**config.mk**
```make
export PLATFORM = sky130hd
export DESIGN_NAME = msdap_input_loader
export DESIGN_NICKNAME = d
export VERILOG_FILES = /design/src/rtl/msdap_input_loader.sv
export SDC_FILE = /design/constraint.sdc
export NUM_CORES = 1
export LEC_CHECK = 0
export CORE_MARGIN = 2
export CORE_UTILIZATION = 55
export DETAILED_ROUTE_END_ITERATION = 7
export PLACE_DENSITY = 0.86
export RECOVER_POWER = 100
export SETUP_SLACK_MARGIN = 0.2
export SLEW_MARGIN = 30
export SYNTH_ARGS = -nofsm -noshare
export SYNTH_HDL_FRONTEND = slang
export SYNTH_SLANG_ARGS = --single-unit
```
**constraint.sdc**
```tcl
create_clock -name clk -period 2.9 [get_ports clk]
set_input_delay 0.58 -clock clk [delete_from_list [all_inputs] [get_ports clk]]
set_output_delay 0.58 -clock clk [all_outputs]
set_load 0.01 [all_outputs]
```
**src/rtl/msdap_input_loader.sv**
```systemverilog
// msdap_input_loader: deserializes L/R serial streams into Rj, coefficient and circular data memories,
// tracking the data write pointer and the all-zero sleep condition.
module msdap_input_loader #(
  parameter int RJ_WORDS    = 16,
  parameter int COEFF_WORDS = 512,
  parameter int ZERO_LIMIT  = 800
) (
  input  logic        clk,
  input  logic        rst_n,
  input  logic        bit_en_i,
  input  logic        frame_i,
  input  logic        in_l_i,
  input  logic        in_r_i,
  input  logic        soft_clear_i,
  output logic        rj_wr_en_o,
  output logic [3:0]  rj_addr_o,
  output logic        coeff_wr_en_o,
  output logic [8:0]  coeff_addr_o,
  output logic        data_wr_en_o,
  output logic [7:0]  data_addr_o,
  output logic [15:0] word_l_o,
  output logic [15:0] word_r_o,
  output logic        mem_clear_o,
  output logic        sample_valid_o,
  output logic        sleep_o,
  output logic [1:0]  state_o
);
  typedef enum logic [1:0] {LOAD_RJ = 2'd0, LOAD_COEFF = 2'd1, RUN = 2'd2} state_t;
  localparam int ZW = $clog2(ZERO_LIMIT + 1);
  state_t        state_q;
  logic [15:0]   sh_l_q, sh_r_q;
  logic [3:0]    bit_cnt_q;
  logic [8:0]    word_cnt_q;
  logic [ZW-1:0] zero_cnt_q, zero_cnt_d;
  logic [15:0]   full_l, full_r;
  logic          done, at_limit;
  assign full_l  = {sh_l_q[14:0], in_l_i};
  assign full_r  = {sh_r_q[14:0], in_r_i};
  // bit_cnt_q==0 means no word in progress; the 16th bit wraps it back to 0
  assign done    = bit_en_i && !frame_i && bit_cnt_q == 4'd15 && !soft_clear_i;
  assign state_o = state_q;
  always_comb begin
    zero_cnt_d = (|full_l || |full_r) ? '0 :
                 (zero_cnt_q == ZW'(ZERO_LIMIT)) ? zero_cnt_q : zero_cnt_q + 1'b1;
    at_limit   = zero_cnt_d == ZW'(ZERO_LIMIT);
  end
  always_ff @(posedge clk or negedge rst_n) begin
    if (!rst_n) begin
      state_q        <= LOAD_RJ;
      sh_l_q         <= '0;
      sh_r_q         <= '0;
      bit_cnt_q      <= '0;
      word_cnt_q     <= '0;
      zero_cnt_q     <= '0;
      rj_wr_en_o     <= 1'b0;
      rj_addr_o      <= '0;
      coeff_wr_en_o  <= 1'b0;
      coeff_addr_o   <= '0;
      data_wr_en_o   <= 1'b0;
      data_addr_o    <= '0;
      word_l_o       <= '0;
      word_r_o       <= '0;
      mem_clear_o    <= 1'b0;
      sample_valid_o <= 1'b0;
      sleep_o        <= 1'b0;
    end else begin
      rj_wr_en_o     <= 1'b0;
      coeff_wr_en_o  <= 1'b0;
      data_wr_en_o   <= 1'b0;
      sample_valid_o <= 1'b0;
      mem_clear_o    <= soft_clear_i;
      if (data_wr_en_o) data_addr_o <= data_addr_o + 8'd1;
      if (soft_clear_i) begin
        sh_l_q      <= '0;
        sh_r_q      <= '0;
        bit_cnt_q   <= '0;
        data_addr_o <= '0;
        zero_cnt_q  <= '0;
        sleep_o     <= 1'b0;
      end else if (bit_en_i && frame_i) begin
        sh_l_q    <= {15'b0, in_l_i};
        sh_r_q    <= {15'b0, in_r_i};
        bit_cnt_q <= 4'd1;
      end else if (bit_en_i && bit_cnt_q != 4'd0) begin
        sh_l_q    <= full_l;
        sh_r_q    <= full_r;
        bit_cnt_q <= bit_cnt_q + 4'd1;
      end
      if (done) begin
        word_l_o <= full_l;
        word_r_o <= full_r;
        if (state_q == LOAD_RJ) begin
          rj_wr_en_o <= 1'b1;
          rj_addr_o  <= word_cnt_q[3:0];
          word_cnt_q <= (word_cnt_q == 9'(RJ_WORDS - 1)) ? '0 : word_cnt_q + 9'd1;
          if (word_cnt_q == 9'(RJ_WORDS - 1)) state_q <= LOAD_COEFF;
        end else if (state_q == LOAD_COEFF) begin
          coeff_wr_en_o <= 1'b1;
          coeff_addr_o  <= word_cnt_q;
          word_cnt_q    <= (word_cnt_q == 9'(COEFF_WORDS - 1)) ? '0 : word_cnt_q + 9'd1;
          if (word_cnt_q == 9'(COEFF_WORDS - 1)) begin
            state_q     <= RUN;
            data_addr_o <= '0;
          end
        end else begin
          data_wr_en_o   <= 1'b1;
          zero_cnt_q     <= zero_cnt_d;
          sleep_o        <= at_limit;
          sample_valid_o <= !at_limit;
        end
      end
    end
  end
endmodule

```
==> impl_metrics.yaml <==
status:
  outcome: "finished, final reports clean"
timing:
  min_period_over_period_pct: 95.8
  setup_viol: 0
  skew_ns: 0.00720
  slew_headroom_pct: 15.6
  worst_pin_slew_ns: 1.27
  drv_slew: 0
  rsz0062_at_grt: "no"
  final-hold-violation-count: 0
  fmax_mhz: 360
  setup_tns_ns: 0
  finalCriticalPeriod_ns: 2.78
  finalHoldWorstSlack_ns: 0.334
worst_setup_path:
  worst_setup_path_start_kind: "flip-flop"
  cp.arrival_ns: 3.23
  crit_chain: "ha_1 > and3_1 > and3_1 > and3_1 > ha_1 > o21ai_1 > o41ai_4 > or2_4 > nor3b_2 > a21o_1"
  cp_slowest_cell: "dfrtp_1"
  cp_common_cell: "and3_1"
  required_ns: 3.35
  crit_path_end_kind: "flip-flop"
  worstSetupPathType: "reg -> reg"
  critPathMaxStageDelay_ns: 0.46
  path_max_fanout: 7
route:
  drc: 0
  postRouteAntennaNets: 0
  routedLengthMet1_um: 4790
  drt_iter0_markers: 290
  route.met3.wl_um: 798
  top_layer_used: "met5"
  routed_wl_um: 11600
  vias_per_cell: 6.19
  dr.pass1.iters: 5
  wl_met2_um: 5730
  routedWlPerCell_um: 18.9
  vias: 3773
global_routing:
  antenna_found_initial: 1
  grt_max_degree: 51
  grt_pass1_wl_um: 18900
  grt_usage_pct: 24.4
  grt_pass1_vias: 3838
  grt_overflow: 0
placement:
  placed_cell_area_mm2: 0.00574
  dp_hpwl_um: 6950
  globalplace.congestion: 0.851
  io_buffer_count: 67
final_layout:
  area_growth_pct: 27.6
  layout_common_cells: "dfrtp_1 (114), dlygate4sd3_1 (60), mux2_2 (45), a22o_1 (33), nor2_1 (26)"
  fin_util_pct: 72.6
  final_cell_area_mm2: 0.00633
  drive_gt1_share_pct: 19.1
  antenna_cells: 0
  layout_commonest_cell: "dfrtp_1"
  finalNetCount: 503
pwr:
  p_total_mw: 3.66
  irDropWorstVdd_mv: 0.444
  powerDensity_mw_per_mm2: 578
  leakage_nw: 3.18
synth:
  synthDominantCellAreaShare_pct: 57.5
  synth_top_family_by_area: "simple AND/OR/NAND/NOR gates"
  synthAdderAreaFrac_pct: 1.77
  synth_top_area_cell: "dfrtp_1"
  async_flop_share_pct: 100
  ys_top_cells_by_area: "dfrtp_1 (58%), mux2_2 (10%), a22o_1 (5.8%), nor2_1 (2.0%), ha_1 (1.8%)"
  yosys.area_share.simple_pct: 12.7
  synth-edff-count: 0
  synth_xor_area_share_pct: 2.12
  yosysSeqAreaShare_pct: 57.5
  netlist_area_mm2: 0.00496
  netlist_instances: 413
  syn_area_per_cell_um2: 12.0
  synth_cell_type_count: 46
  ys_seq_elements: 114
  syn-num-nets: 427
  synth_warnings: 0
  synth-compound-area-share_pct: 11.9
  synth_mux_area_share_pct: 11.2
  ys.flop_type: "dfrtp_1"
clock_tree:
  cts_buffers: 17
  holdBufCountCts: 0
  insertion_delay_ns: 0.52
  cts_max_level: 4
  cts_tree: "done"
  clock_sinks: 114
  cts.path.max_buffers: 2
  root_buffer: "clkbuf_8"
  clkTransAtPathRegs_ns: 0.06
run:
  cap_violations: 0
floorplan:
  die_area_mm2: 0.00980
  ios: 68
  start_util_pct: 56.9
  rows: 34
  chipHeight_um: 99.0
  coreArea_mm2: 0.00872
  die_width_um: 99.0
worst_hold_path:
  holdCritPathClass: "in -> async"
-- power breakdown --
| group | switching [mW] | internal (mW) | total [mW] |
|---|---|---|---|
| sequential | 0.00547 | 1.60 | 1.60 |
| clock | 0.727 | 1.24 | 1.97 |
| combinational | 0.0667 | 0.0205 | 0.0871 |
| total | 0.799 | 2.86 | 3.66 |
-- worst max-delay path, delay by kind of cell, from the launching register on --
family,cells,cell delay [ns]
simple gates,5,1.22
compound gates,3,0.50
flops,1,0.46
fa+ha+maj,2,0.55
-- cells by family (layout without fill, tap and decap cells) --
group / count (synthesis) / after routing
and+or+nand+nor: 118 / 118
DFF: 114 / 114
AOI/OAI and AO/OA: 79 / 79
muxes: 50 / 50
buffers and inverters: 33 / 122
xor gates and xnor gates: 12 / 12
adders and majority gates: 7 / 7
-- final timing paths --
kind                                  from              end  slack [ns]  cells past startpoint
max reg2reg                  word_cnt_q[0]    word_cnt_q[6]        0.12                     10
min                                  rst_n      word_r_o[6]        0.33                      1
max in group asynchronous            rst_n   data_addr_o[0]        0.89                      2
min reg2reg                coeff_addr_o[4]  coeff_addr_o[4]        0.50                      1
min in group clk           coeff_addr_o[4]  coeff_addr_o[4]        0.50                      1
max                          word_cnt_q[0]    word_cnt_q[6]        0.12                     10
-- cell usage after synthesis, types with 7 or more instances --
master and n:
dfrtp_1 114, mux2_2 45, a22o_1 33, nor2_1 27, nand2_1 19, nand3_1 17, clkbuf_1 16, nand4_1 10
o21ai_1 10, inv_1 9, nor4_1 9, o21ai_0 9, a21oi_1 8, xor2_1 8, ha_1 7
-- state kept, by name, indices dropped and copies added (netlist names), 2 cells and up --
signal / flops
bit_cnt_q: 4
word_cnt_q: 9
word_r_o: 16
sh_r_q: 15
sh_l_q: 15
rj_addr_o: 4
data_addr_o: 8
zero_cnt_q: 10
state_o: 2
coeff_addr_o: 9
word_l_o: 16
-- layout make-up --
cell class                 count  area (um2)
timing repair buffer          80         748
inverter                      10        37.5
clock buffer                  19         432
multi-input combinational    266        1990
fill                         547        2390
tap                          108         135
clock inverter                13         136
sequential                   114        2850
-- metrics by stage --
| step | instances | setup WS (ns) |
|---|---|---|
| 2_1_floorplan | 413 | 0.520 |
| 3_3_place_gp | 573 | 0.442 |
| 3_5_place_dp | 573 | 0.261 |
| 4_1_cts | 605 | 0.204 |
| 5_1_grt | 610 | 0.0836 |
| 6_report | 610 | 0.121 |
-- repair_timing --
item,CTS,global route
setup endpoints to repair,1,2
buffers inserted,0,5
resized for setup,1,3
gates cloned,0,0
-- metal layers --
metal	vias up	track usage, %
li1	1673	-
met1	1880	31.4
met2	190	39.1
met3	28	6.74
met4	2	10.1
met5	-	0
No activity file was read; power rests on OpenSTA's default activity.
